**config.mk**
```make
export PLATFORM = sky130hd
export DESIGN_NAME = addsub_seq
export DESIGN_NICKNAME = d
export VERILOG_FILES = /design/src/rtl/addsub_pkg.sv /design/src/rtl/addsub_slice.sv /design/src/rtl/addsub_seq.sv
export SDC_FILE = /design/constraint.sdc
export NUM_CORES = 1
export LEC_CHECK = 0
export BUFFER_PORTS_ARGS = -buffer_cell sky130_fd_sc_hd__buf_4
export CAP_MARGIN = 20
export CORE_MARGIN = 4
export CORE_UTILIZATION = 30
export DETAILED_ROUTE_END_ITERATION = 6
export PLACE_DENSITY = 0.48
export RECOVER_POWER = 50
export SYNTH_ARGS = -nofsm -noshare
export SYNTH_HDL_FRONTEND = slang
export SYNTH_SLANG_ARGS = --single-unit
```
**constraint.sdc**
```tcl
create_clock -name clk -period 3.5 [get_ports clk]
set_input_delay 0 -clock clk [delete_from_list [all_inputs] [get_ports clk]]
set_output_delay 0 -clock clk [all_outputs]
set_load 0.02 [all_outputs]
```
**src/rtl/addsub_pkg.sv**
```systemverilog
// Shared types and constants for the sliced add/subtract unit.
package addsub_pkg;

  typedef enum logic [0:0] {
    IDLE = 1'b0,
    CALC = 1'b1
  } state_e;

  localparam logic MODE_ADD = 1'b1;
  localparam logic MODE_SUB = 1'b0;

  // Slicing is only meaningful when SLICE evenly tiles WIDTH.
  function automatic bit slice_ok(input int width, input int slice);
    return (slice >= 1) && (slice <= width) && ((width % slice) == 0);
  endfunction

endpackage

```
**src/rtl/addsub_slice.sv**
```systemverilog
// Combinational SLICE-bit ripple adder stage, reused on every compute cycle.
module addsub_slice #(
  parameter int SLICE = 4
) (
  input  logic [SLICE-1:0] x,
  input  logic [SLICE-1:0] y,
  input  logic             cin,
  output logic [SLICE-1:0] s,
  output logic             cout
);

  logic [SLICE:0] total_s;

  assign total_s = {1'b0, x} + {1'b0, y} + {{SLICE{1'b0}}, cin};
  assign s       = total_s[SLICE-1:0];
  assign cout    = total_s[SLICE];

endmodule

```
**src/rtl/addsub_seq.sv**
```systemverilog
// Multi-cycle add/subtract: SLICE bits per clock with the carry rippled between
// cycles, cs/ready handshake, registered result, flags and a done strobe.
module addsub_seq
  import addsub_pkg::*;
#(
  parameter int WIDTH = 16,
  parameter int SLICE = 4
) (
  input  logic             clk,
  input  logic             rst,
  input  logic             cs,
  input  logic             mode,
  input  logic [WIDTH-1:0] a,
  input  logic [WIDTH-1:0] b,
  output logic [WIDTH-1:0] sum,
  output logic             carry,
  output logic             overflow,
  output logic             zero,
  output logic             done,
  output logic             ready
);

  localparam int NSLICE = WIDTH / SLICE;
  localparam int CW     = (NSLICE > 1) ? $clog2(NSLICE) : 1;
  localparam logic [CW-1:0] LAST = CW'(NSLICE - 1);

  if (!slice_ok(WIDTH, SLICE)) begin : g_bad_slice
    $error("addsub_seq: SLICE must divide WIDTH and lie in 1..WIDTH");
  end

  state_e           state_q, state_d;
  logic [CW-1:0]    cnt_q, cnt_d;
  logic [WIDTH-1:0] a_q, a_d;
  logic [WIDTH-1:0] b_q, b_d;
  logic [WIDTH-1:0] part_q, part_d;
  logic [WIDTH-1:0] sum_q, sum_d;
  logic             c_q, c_d;
  logic             carry_q, carry_d;
  logic             overflow_q, overflow_d;
  logic             zero_q, zero_d;
  logic             done_q, done_d;
  logic             ready_q, ready_d;

  logic [SLICE-1:0] x_s, y_s, s_s;
  logic             cout_s;

  // c_q carries cin into slice 0, then each slice's carry-out into the next.
  assign x_s = a_q[cnt_q*SLICE +: SLICE];
  assign y_s = b_q[cnt_q*SLICE +: SLICE];

  addsub_slice #(.SLICE(SLICE)) u_slice (
    .x    (x_s),
    .y    (y_s),
    .cin  (c_q),
    .s    (s_s),
    .cout (cout_s)
  );

  // Next-state, datapath and flag logic.
  always_comb begin
    state_d    = state_q;
    cnt_d      = cnt_q;
    a_d        = a_q;
    b_d        = b_q;
    c_d        = c_q;
    part_d     = part_q;
    sum_d      = sum_q;
    carry_d    = carry_q;
    overflow_d = overflow_q;
    zero_d     = zero_q;
    done_d     = 1'b0;
    ready_d    = ready_q;
    case (state_q)
      IDLE: begin
        if (cs) begin
          a_d     = a;
          b_d     = (mode == MODE_ADD) ? b : ~b;
          c_d     = (mode == MODE_SUB);
          part_d  = '0;
          cnt_d   = '0;
          ready_d = 1'b0;
          state_d = CALC;
        end else begin
          ready_d = 1'b1;
        end
      end
      CALC: begin
        part_d[cnt_q*SLICE +: SLICE] = s_s;
        c_d = cout_s;
        if (cnt_q == LAST) begin
          sum_d      = part_d;
          carry_d    = cout_s;
          overflow_d = (a_q[WIDTH-1] == b_q[WIDTH-1]) && (part_d[WIDTH-1] != a_q[WIDTH-1]);
          zero_d     = (part_d == '0);
          done_d     = 1'b1;
          ready_d    = 1'b1;
          cnt_d      = '0;
          state_d    = IDLE;
        end else begin
          cnt_d = cnt_q + CW'(1);
        end
      end
      default: begin
        cnt_d   = '0;
        ready_d = 1'b1;
        state_d = IDLE;
      end
    endcase
  end

  // State and datapath registers; reset drops any in-flight operation.
  always_ff @(posedge clk or posedge rst) begin
    if (rst) begin
      state_q    <= IDLE;
      cnt_q      <= '0;
      a_q        <= '0;
      b_q        <= '0;
      c_q        <= 1'b0;
      part_q     <= '0;
      sum_q      <= '0;
      carry_q    <= 1'b0;
      overflow_q <= 1'b0;
      zero_q     <= 1'b0;
      done_q     <= 1'b0;
      ready_q    <= 1'b1;
    end else begin
      state_q    <= state_d;
      cnt_q      <= cnt_d;
      a_q        <= a_d;
      b_q        <= b_d;
      c_q        <= c_d;
      part_q     <= part_d;
      sum_q      <= sum_d;
      carry_q    <= carry_d;
      overflow_q <= overflow_d;
      zero_q     <= zero_d;
      done_q     <= done_d;
      ready_q    <= ready_d;
    end
  end

  assign sum      = sum_q;
  assign carry    = carry_q;
  assign overflow = overflow_q;
  assign zero     = zero_q;
  assign done     = done_q;
  assign ready    = ready_q;

endmodule

```
==> results_dict.tcl, run 1 <==
set metrics [dict create \
    critical_path_arrival_ns 3.38 \
    synth_enable_flop_cells 0 \
    design.final.nets 482 \
    most_common_library_cell_in_the_layout_ignoring_fill_and_taps "sky130_fd_sc_hd__dfrtp_1" \
    slew-limit-headroom_pct -15.1 \
    clkTransAtPathRegs_ns 0.06 \
    final.min_clock_period_ns 3.16 \
    multi_input_comb_area_um2 1690 \
    path_delay_family "adder cells" \
    core_area_um2 12000 \
    num_antenna_cells 0 \
    antenna_found_initial 0 \
    failed_checks "capacitance limit, slew limit" \
    dp.final_hpwl_mm 6.42 \
    result_of_the_run "complete, but fails checks" \
    critical_path_required_ns 3.72 \
    post_synth_instance_area_um2 3680 \
    r2r-start "cnt_q[0]" \
    vias 2755 \
    slew_violations 47 \
    cts_made_buffers 9 \
    irDropWorstVdd_v 0.000344 \
    power_leakage_nw 2.22 \
    clock_tree.root_cell "sky130_fd_sc_hd__clkbuf_16" \
    yosysWarningCount 0 \
    clock_path_buffers 2 \
    core.rowCount 40 \
    crit_chain "mux4_2 > fa_1 > inv_1 > fa_1 > nor2_1 > a41o_1 > nor4_1 > and4_1 > a32o_1" \
    drcViolationCount 0 \
    critPathCaptureType "register" \
    critical_path.most_common_cell "sky130_fd_sc_hd__fa_1" \
    cts.sink_count 73 \
    synth_top_cell_by_area "sky130_fd_sc_hd__dfrtp_1" \
    die_h_um 119 \
    max_capacitance_violation_count 1 \
    io-pin-count 57 \
    crit_path_max_incr_delay_ns 0.57 \
    die_w_um 119 \
    min-delay-path-class "input pin to register" \
    numPortBuffers 56 \
    avg_vias_per_cell 4.69 \
    syn_area_per_cell_um2 10.5 \
    setup_viol_count_final 0 \
    fill_cells 1231 \
    synthToLayoutAreaGrowth_pct 30.5 \
    drtAntennaViolNets 0 \
    dominantRegCellSynth "sky130_fd_sc_hd__dfrtp_1" \
    worstReg2RegEnd "zero" \
    synthDominantCellAreaShare_pct 49.0 \
    worst_hold_path.num_cells 2 \
    cellPowerDensity_nw_per_um2 999 \
    maxClockFrequency_mhz 317 \
    drt_pass1_iterations 4 \
    timing_worst_slew_pin_value_ns 1.72 \
    die_area_um2 14100 \
    tritoncts_clock_tree "yes" \
    rsz0062_at_grt "false" \
    floorplan.initialDensity_pct 30.6 \
    postSynthNetCount 396 \
    place_worst_setup_slack_ns 0.325 \
    globalplace.congestion 0.832 \
    ctsHtreeMaxLevel 3 \
    wl_mm 8.86 \
    async_flop_share_pct 100 \
    via_count_of_the_first_global_routing_pass 2964 \
    synthCells 349 \
    critPathLaunchType "register" \
    crit_path_max_fanout 7 \
    worstRegToRegCells 9 \
    synth_seq_cells 73 \
    drive_above_1_share_pct 19.5 \
    worstSkewPairLatency_ns 0.33 \
    crit_slowest_cell "sky130_fd_sc_hd__mux4_2" \
    synth_top_cells_by_area "sky130_fd_sc_hd__dfrtp_1 49%, sky130_fd_sc_hd__nand2_1 5.9%, sky130_fd_sc_hd__mux2_2 4.9%" \
    critical_path_buf_inv_count 1 \
    post-route-period-util_pct 90.2 \
    grt.overflow.total 0 \
    grt_start_max_net_pins 50 \
    sequential_cell_area_um2 1830 \
    worst-setup-path-type "register to register" \
    fin_worst_skew_ns 0.00694 \
    groute.usage.overall_pct 13.6 \
    worst_slack_ns 0.344 \
    seq_area_frac_synth_pct 49.7 \
    worst_hold_startpoint "cs" \
    mostFrequentLayoutCells "72 x sky130_fd_sc_hd__dfrtp_1, 58 x sky130_fd_sc_hd__nand2_1, 39 x sky130_fd_sc_hd__buf_4" \
    first_pass_grt_wire_length_mm 15.4 \
    hold_end "part_q[15]" \
    tns_ns 0 \
    final_number_of_hold_violating_endpoints 0 \
    first_drt_iteration_drcs 97 \
    route.detailed.wl_per_inst_um 15.1 \
    synth_cell_types 47 \
    r2r_slack_ns 0.34 \
]
==> synthesized netlist by cell type (2+ instances only) <==
cell	n
sky130_fd_sc_hd__a2bb2oi_1	2
sky130_fd_sc_hd__nand2b_1	13
sky130_fd_sc_hd__clkbuf_1	14
sky130_fd_sc_hd__mux2_2	16
sky130_fd_sc_hd__mux4_2	8
sky130_fd_sc_hd__ha_1	9
sky130_fd_sc_hd__and3_1	4
sky130_fd_sc_hd__o31ai_1	6
sky130_fd_sc_hd__nand2_1	58
sky130_fd_sc_hd__xor2_1	17
sky130_fd_sc_hd__nor2b_1	7
sky130_fd_sc_hd__o22ai_1	3
sky130_fd_sc_hd__a21o_1	2
sky130_fd_sc_hd__a21oi_1	13
sky130_fd_sc_hd__mux2i_1	9
sky130_fd_sc_hd__nand3b_1	2
sky130_fd_sc_hd__inv_1	18
sky130_fd_sc_hd__a41o_1	2
sky130_fd_sc_hd__o21ai_0	32
sky130_fd_sc_hd__nor2_1	11
sky130_fd_sc_hd__buf_2	4
sky130_fd_sc_hd__fa_1	2
sky130_fd_sc_hd__nor4_1	2
sky130_fd_sc_hd__dfrtp_1	72
==> worst register-to-register path, stage by stage, from the launching register on <==
cell and delay [ns]:
sky130_fd_sc_hd__dfrtp_1 0.55, sky130_fd_sc_hd__mux4_2 0.57, sky130_fd_sc_hd__fa_1 0.41, sky130_fd_sc_hd__inv_1 0.08, sky130_fd_sc_hd__fa_1 0.45, sky130_fd_sc_hd__nor2_1 0.20
sky130_fd_sc_hd__a41o_1 0.26, sky130_fd_sc_hd__nor4_1 0.08, sky130_fd_sc_hd__and4_1 0.21, sky130_fd_sc_hd__a32o_1 0.25
==> where the power goes <==
part / leakage [nW] / internal, mW / switching (mW)
clock: 0.149 / 0.591 / 0.348
sequential: 0.938 / 1.23 / 0.239
combinational: 1.13 / 1.05 / 1.34
==> routing by layer <==
metal | GRT usage, % | up-vias | share of wire (%) | routed length [um]
met5 | 0 | - | 0 | 0
met4 | 3.69 | 0 | 1.3 | 115
met3 | 3.40 | 11 | 4.2 | 376
met2 | 22.8 | 58 | 49 | 4310
met1 | 17.4 | 1323 | 46 | 4060
li1 | - | 1363 | - | -
==> cells by family (layout without fill, tap and decap cells) <==
| family | after synthesis | in the layout | share of synthesized area (%) |
|---|---|---|---|
| xor+xnor | 17 | 17 | 4.05 |
| buf+inv | 39 | 130 | 4.32 |
| compound gates | 70 | 70 | 11.7 |
| fa+ha+maj | 11 | 11 | 4.15 |
| flops | 73 | 73 | 49.7 |
| simple gates | 106 | 106 | 13.8 |
| mux | 33 | 33 | 12.2 |
==> per-stage QoR <==
| stage | total power, mW | utilization [%] | cell area [um^2] | hold WS, ns | instances |
|---|---|---|---|---|---|
| 2_1_floorplan | 3.17 | - | 3680 | 0.151 | 349 |
| 3_3_place_gp | 3.92 | 35.3 | 4240 | 0.235 | 538 |
| 3_5_place_dp | 3.97 | 35.3 | 4240 | 0.239 | 538 |
| 4_1_cts | 4.96 | 40.6 | 4880 | 0.00981 | 587 |
| 5_1_grt | 5.23 | 39.9 | 4800 | 0.0360 | 587 |
| 6_report | 4.79 | 39.9 | 4800 | 0.0215 | 587 |
==> worst max path at each step <==
| stage | start | slack (ns) | depth (start not counted) | to |
|---|---|---|---|---|
| after floorplan | cnt_q[1] | 0.33 | 10 | zero |
| after global placement | cnt_q[0] | 0.43 | 9 | zero |
| after detailed placement | cnt_q[0] | 0.32 | 9 | zero |
| after CTS | cnt_q[0] | 0.33 | 9 | zero |
| after global routing | cnt_q[0] | 0.15 | 9 | zero |
| final | cnt_q[0] | 0.34 | 9 | zero |
==> sequential cells by signal, indices dropped and copies added (netlist names) <==
name and flops:
c_q 1, ready 1, cnt_q 2, done 1
b_q 16, carry 1, zero 1, a_q 16
overflow 1, state_q 1, sum 16, part_q 16
==> timing repair <==
item / in CTS / in global routing
endpoints found under the hold margin: 76 / 0
hold buffers: 33 / 0
resized for setup: 0 / 0
buffers inserted: 0 / 0
==> final cells by class <==
class | count | area share, %
inverters | 19 | 1.49
multi-input cells | 237 | 35.3
clock buffers | 12 | 5.35
clock inverters | 4 | 1.07
repair buffers | 95 | 14.9
well taps | 147 | 3.83
flip-flops and latches | 73 | 38.1
Note: power is estimated with default switching activity, not from simulation.
==> inputs of run 2 (changes only) <==
--- a/config.mk
+++ b/config.mk
@@ -9,8 +9,9 @@
 export CAP_MARGIN = 20
 export CORE_MARGIN = 4
 export CORE_UTILIZATION = 30
+export CTS_BUF_LIST = sky130_fd_sc_hd__clkbuf_2
 export DETAILED_ROUTE_END_ITERATION = 6
-export PLACE_DENSITY = 0.48
+export PLACE_DENSITY = 0.49
 export RECOVER_POWER = 50
 export SYNTH_ARGS = -nofsm -noshare
 export SYNTH_HDL_FRONTEND = slang
==> constraint.sdc (replaced) <==
create_clock -name clk -period 2.9 [get_ports clk]
set_input_delay 0 -clock clk [delete_from_list [all_inputs] [get_ports clk]]
set_output_delay 0 -clock clk [all_outputs]
set_load 0.02 [all_outputs]
==> run 2 against run 1 <==
The flow now finishes without violations. Wire length up 2.1%. Sequential power up 18%. Combinational power up 31%. Sequential share of layout area down 0.33 points. Maximum frequency up 14%. Non-clock buffer count up 18. Flip-flop and latch count unchanged. Register-to-register slack worse by 0.20 ns. Total power up 13%. Global-route usage up 0.40 points. Clock power down 42%. Setup slack worse by 0.20 ns. Critical path type unchanged. Largest power group unchanged. Highest routed layer unchanged.
==> results_dict.tcl, run 2 (same netlist as run 1, synthesis figures left out) <==
set metrics [dict create \
    route.detailed.wl_per_inst_um 15.0 \
    result_of_the_run "complete, no violations" \
    power_leakage_nw 2.26 \
    wl_mm 9.05 \
    critical_path_arrival_ns 3.24 \
    core_area_um2 12000 \
    drtAntennaViolNets 0 \
    die_w_um 119 \
    grt.overflow.total 0 \
    crit_path_max_fanout 3 \
    crit_path_max_incr_delay_ns 0.54 \
    clock_path_buffers 2 \
    first_pass_grt_wire_length_mm 15.6 \
    synthToLayoutAreaGrowth_pct 31.6 \
    ctsHtreeMaxLevel 3 \
    crit_slowest_cell "sky130_fd_sc_hd__mux4_2" \
    die_area_um2 14100 \
    drt_pass1_iterations 4 \
    place_worst_setup_slack_ns 0.0527 \
    tns_ns 0 \
    critPathLaunchType "register" \
    tritoncts_clock_tree "yes" \
    worst_slack_ns 0.141 \
    clkTransAtPathRegs_ns 0.19 \
    drive_above_1_share_pct 21.9 \
    cellPowerDensity_nw_per_um2 1120 \
    antenna_found_initial 0 \
    cts.sink_count 73 \
    mostFrequentLayoutCells "72 x sky130_fd_sc_hd__dfrtp_1, 58 x sky130_fd_sc_hd__nand2_1, 50 x sky130_fd_sc_hd__dlygate4sd3_1, 50 x sky130_fd_sc_hd__buf_4, 32 x sky130_fd_sc_hd__o21ai_0" \
    avg_vias_per_cell 4.74 \
    post-route-period-util_pct 95.1 \
    globalplace.congestion 0.859 \
    worst-setup-path-type "register to register" \
    irDropWorstVdd_v 0.000392 \
    most_common_library_cell_in_the_layout_ignoring_fill_and_taps "sky130_fd_sc_hd__dfrtp_1" \
    numPortBuffers 56 \
    core.rowCount 40 \
    min-delay-path-class "input pin to register" \
    cts_made_buffers 9 \
    maxClockFrequency_mhz 362 \
    first_drt_iteration_drcs 78 \
    clock_tree.root_cell "sky130_fd_sc_hd__clkbuf_2" \
    final.min_clock_period_ns 2.76 \
    timing_worst_slew_pin_value_ns 1.30 \
    groute.usage.overall_pct 14.0 \
    critical_path.most_common_cell "sky130_fd_sc_hd__fa_2" \
    floorplan.initialDensity_pct 30.6 \
    slew-limit-headroom_pct 13.5 \
    drcViolationCount 0 \
    grt_start_max_net_pins 50 \
    design.final.nets 500 \
    dp.final_hpwl_mm 6.38 \
    final_number_of_hold_violating_endpoints 0 \
    crit_chain "mux4_2 > fa_2 > inv_2 > fa_2 > nor2_4 > a41o_1 > nor4_2 > and4_1 > a32o_1" \
    fin_worst_skew_ns 0.0405 \
    num_antenna_cells 0 \
    fill_cells 1181 \
    setup_viol_count_final 0 \
    max_capacitance_violation_count 0 \
    critical_path_required_ns 3.38 \
    fin_hold_ws_ns 0.212 \
    slew_violations 0 \
    via_count_of_the_first_global_routing_pass 3045 \
    vias 2863 \
    rsz0062_at_grt "false" \
    io-pin-count 57 \
    worstSkewPairLatency_ns 0.57 \
    critPathCaptureType "register" \
    die_h_um 119 \
]
[run 2: where the power goes]
part / switching (mW) / internal [mW]
Combinational: 1.71 / 1.42
Clock: 0.359 / 0.182
Sequential: 0.266 / 1.47
Total: 2.34 / 3.08
[run 2: final cells by class]
type	instances	area, um^2	area share [%]
clock buffers	9	45.0	0.931
clock inverters	6	50.0	1.03
inverters	19	71.3	1.47
multi-input cells	237	1720	35.4
flip-flops and latches	73	1830	37.8
well taps	147	184	3.80
repair buffers	113	946	19.5
[run 2: critical path, delay by kind of cell, from the launching register on]
kind | cells | cell delay [ns]
buffers and inverters | 1 | 0.07
adder cells (fa/ha/maj) | 2 | 0.85
multiplexers | 1 | 0.54
flip-flops | 1 | 0.45
AND/OR/NAND/NOR | 3 | 0.33
AO/OA/AOI/OAI | 2 | 0.43
[run 2: path summary, 6_finish.rpt]
| kind | start | end | slack (ns) | cells after the start |
|---|---|---|---|---|
| worst min-delay path | a[5] | a_q[5] | 0.21 | 3 |
| worst max-delay path | cnt_q[0] | zero | 0.14 | 9 |
| max in group asynchronous | rst | part_q[8] | 0.91 | 4 |
| min in group asynchronous | rst | sum[1] | 0.33 | 3 |
| worst max register to register | cnt_q[0] | zero | 0.14 | 9 |
| worst min register to register | sum[8] | sum[8] | 0.50 | 2 |
[run 2: what timing repair did]
item,CTS,global route
hold buffers,50,0
resized for setup,0,4
buffers inserted,0,0
endpoints found under the hold margin,84,0
endpoints found under the setup margin,0,1
[run 2: per-stage QoR]
step,cell area [um^2],power [mW],instances,utilization (%)
2_1_floorplan,3690,3.86,349,-
4_1_cts,4880,5.47,604,40.6
3_5_place_dp,4280,4.86,539,35.6
5_1_grt,4840,5.89,604,40.3
3_3_place_gp,4280,4.81,539,35.6
6_report,4840,5.41,604,40.3
[run 2: metal layers]
| metal | global-route usage [%] | vias up | wire, um |
|---|---|---|---|
| met5 | 0 | - | 0 |
| met4 | 5.21 | 0 | 121 |
| met3 | 3.30 | 12 | 447 |
| met2 | 22.1 | 71 | 4200 |
| met1 | 18.6 | 1375 | 4280 |
| li1 | - | 1405 | - |
==> inputs of run 3 (changes only) <==
--- a/config.mk
+++ b/config.mk
@@ -5,13 +5,14 @@
 export SDC_FILE = /design/constraint.sdc
 export NUM_CORES = 1
 export LEC_CHECK = 0
+export ABC_AREA = 1
 export BUFFER_PORTS_ARGS = -buffer_cell sky130_fd_sc_hd__buf_4
 export CAP_MARGIN = 20
 export CORE_MARGIN = 4
-export CORE_UTILIZATION = 30
+export CORE_UTILIZATION = 53
 export CTS_BUF_LIST = sky130_fd_sc_hd__clkbuf_2
 export DETAILED_ROUTE_END_ITERATION = 6
-export PLACE_DENSITY = 0.49
+export PLACE_DENSITY = 0.78
 export RECOVER_POWER = 50
 export SYNTH_ARGS = -nofsm -noshare
 export SYNTH_HDL_FRONTEND = slang
==> run 3 against run 2 <==
Synthesized area fell by 1.1%. Critical path depth rose by 7. Core utilization rose by 35 points. Clock skew fell by 0.0035 ns. Clock-buffer cell count rose by 1. Largest cell class unchanged.
==> results_dict.tcl, run 3 <==
set metrics [dict create \
    result_of_the_run "complete, no violations" \
    worstSkewPairLatency_ns 0.54 \
    critical_path_arrival_ns 3.14 \
    p_total_mw 5.10 \
    globalplace.congestion 0.945 \
    seq_area_frac_synth_pct 50.2 \
    core_area_um2 6490 \
    synth_seq_cells 73 \
    drtAntennaViolNets 0 \
    min-delay-path-class "input pin to async pin" \
    core.rowCount 29 \
    io-pin-count 57 \
    dp.final_hpwl_mm 5.87 \
    worstRegToRegCells 16 \
    synthDominantCellAreaShare_pct 49.5 \
    fin_worst_skew_ns 0.0370 \
    cellPowerDensity_nw_per_um2 1050 \
    setup_viol_count_final 0 \
    via_count_of_the_first_global_routing_pass 3502 \
    floorplan.initialDensity_pct 56.0 \
    vias 3511 \
    groute.usage.overall_pct 25.8 \
    power_leakage_nw 2.41 \
    synthToLayoutAreaGrowth_pct 33.8 \
    syn_area_per_cell_um2 8.10 \
    crit_path_max_fanout 14 \
    design.final.nets 622 \
    post_synth_instance_area_um2 3640 \
    clock_tree.root_cell "sky130_fd_sc_hd__clkbuf_2" \
    slew-limit-headroom_pct 25.6 \
    async_flop_share_pct 100 \
    critical_path_required_ns 3.34 \
    avg_vias_per_cell 5.34 \
    grt_start_max_net_pins 49 \
    final.min_clock_period_ns 2.70 \
    critPathCaptureType "register" \
    synth_cell_types 30 \
    synth_common_cells "152 x sky130_fd_sc_hd__nand2_1, 72 x sky130_fd_sc_hd__dfrtp_1, 45 x sky130_fd_sc_hd__o21ai_0" \
    critPathLaunchType "register" \
    synthCells 449 \
    post_route_utilization_pct 74.9 \
    most_common_library_cell_in_the_layout_ignoring_fill_and_taps "sky130_fd_sc_hd__nand2_1" \
    slew_violations 0 \
    first_drt_iteration_drcs 234 \
    drcViolationCount 0 \
    post-route-period-util_pct 93.0 \
    grt.overflow.total 0 \
    die_h_um 90.9 \
    wl_mm 10.2 \
    die_w_um 90.9 \
    fin_hold_ws_ns 0.249 \
    synth_top_cells_by_area "sky130_fd_sc_hd__dfrtp_1 50%, sky130_fd_sc_hd__nand2_1 16%, sky130_fd_sc_hd__o21ai_0 6.2%" \
    timing_worst_slew_pin_value_ns 1.12 \
    ctsHtreeMaxLevel 3 \
    antenna_found_initial 0 \
    clock_path_buffers 2 \
    synth_top_cell_by_area "sky130_fd_sc_hd__dfrtp_1" \
    irDropWorstVdd_v 0.000610 \
    cts.sink_count 73 \
    synth_enable_flop_cells 0 \
    post-synth-top-count-cell "sky130_fd_sc_hd__nand2_1" \
    die_area_um2 8250 \
    route.detailed.wl_per_inst_um 15.6 \
    max_capacitance_violation_count 0 \
    cts_made_buffers 9 \
    yosysWarningCount 0 \
    final_number_of_hold_violating_endpoints 0 \
    maxClockFrequency_mhz 371 \
    clkTransAtPathRegs_ns 0.21 \
    tritoncts_clock_tree "yes" \
    postSynthNetCount 496 \
    num_antenna_cells 0 \
    numPortBuffers 56 \
    worst-setup-path-type "register to register" \
    dominantRegCellSynth "sky130_fd_sc_hd__dfrtp_1" \
    first_pass_grt_wire_length_mm 16.8 \
    drt_pass1_iterations 5 \
    drive_above_1_share_pct 14.7 \
    mostFrequentLayoutCells "152 x sky130_fd_sc_hd__nand2_1, 70 x sky130_fd_sc_hd__dfrtp_1, 68 x sky130_fd_sc_hd__dlygate4sd3_1" \
]
run 3: changes by cell type after synthesis, sizes merged, moves of 6 or more:
cell / delta
o31ai: -6
nor2: +23
mux4: -8
nand3: +15
nand2: +95
a21oi: -9
mux2i: -9
nand2b: -13
nor2b: -8
o21ai: +31
inv: +24
mux2: -16
run 3: final cells by class:
cell class                 count  area (um^2)
clock inverter                 6         25.0
inverter                      42          158
fill                         432         1630
timing repair buffer         134         1140
tap                           77         96.3
sequential                    73         1830
clock buffer                  10         50.0
multi-input combinational    315         1570
run 3: logic make-up after synthesis:
| kind of cell | synth area share [%] |
|---|---|
| flops | 50.2 |
| fa+ha+maj | 4.20 |
| compound gates | 12.1 |
| buf+inv | 6.71 |
| simple gates | 22.9 |
| xor+xnor | 3.85 |
run 3: worst max-delay path: stages, from the launching register on:
cell and delay [ns]:
sky130_fd_sc_hd__dfrtp_2 0.46, sky130_fd_sc_hd__inv_2 0.12, sky130_fd_sc_hd__o21ai_0 0.21, sky130_fd_sc_hd__o22ai_1 0.14, sky130_fd_sc_hd__fa_1 0.43, sky130_fd_sc_hd__inv_1 0.09, sky130_fd_sc_hd__fa_1 0.43, sky130_fd_sc_hd__nor2_1 0.19
sky130_fd_sc_hd__nand3_1 0.10, sky130_fd_sc_hd__nand2_1 0.09, sky130_fd_sc_hd__nor2_1 0.04, sky130_fd_sc_hd__nand2_1 0.05, sky130_fd_sc_hd__nor2_1 0.04, sky130_fd_sc_hd__nand2_1 0.05, sky130_fd_sc_hd__nor2_1 0.04, sky130_fd_sc_hd__nand3_1 0.08
sky130_fd_sc_hd__nand2_1 0.05
run 3: metrics by stage:
step	setup TNS, ns	area (um^2)	setup slack (ns)	instances
floorplan	0	3640	0.142	449
global placement	0	4140	0.225	571
detailed placement	0	4140	0.0648	571
CTS	0	4900	0.0664	655
global route	-0.0188	4870	-0.0188	657
finish	0	4870	0.203	657
run 3: repair_timing:
item                                    CTS  global route
endpoints found under the hold margin   100             0
hold buffers                             68             0
gates resized for setup                   0             3
endpoints found under the setup margin    0             4
buffers inserted                          0             2
run 3: path summary, 6_finish.rpt:
| path | slack [ns] | endpoint | start |
|---|---|---|---|
| setup / recovery | 0.20 | zero | cnt_q[0] |
| hold / removal | 0.25 | b_q[10] | rst |
| setup reg to reg | 0.20 | zero | cnt_q[0] |
| hold reg to reg | 0.49 | ready | ready |
| max in group asynchronous | 0.93 | cnt_q[1] | rst |
| min in group clk | 0.46 | part_q[14] | cs |
run 3: layer usage:
metal | global-route usage (%) | up-vias | share of wire (%)
li1 | - | 1672 | -
met1 | 30.4 | 1664 | 40
met2 | 44.5 | 137 | 50
met3 | 5.08 | 38 | 5.4
met4 | 13.6 | 0 | 3.9
met5 | 0 | - | 0
run 3: where the power goes:
group	switching (mW)	internal, mW
clock network	0.354	0.103
logic	1.81	1.06
registers	0.312	1.46
total	2.48	2.62
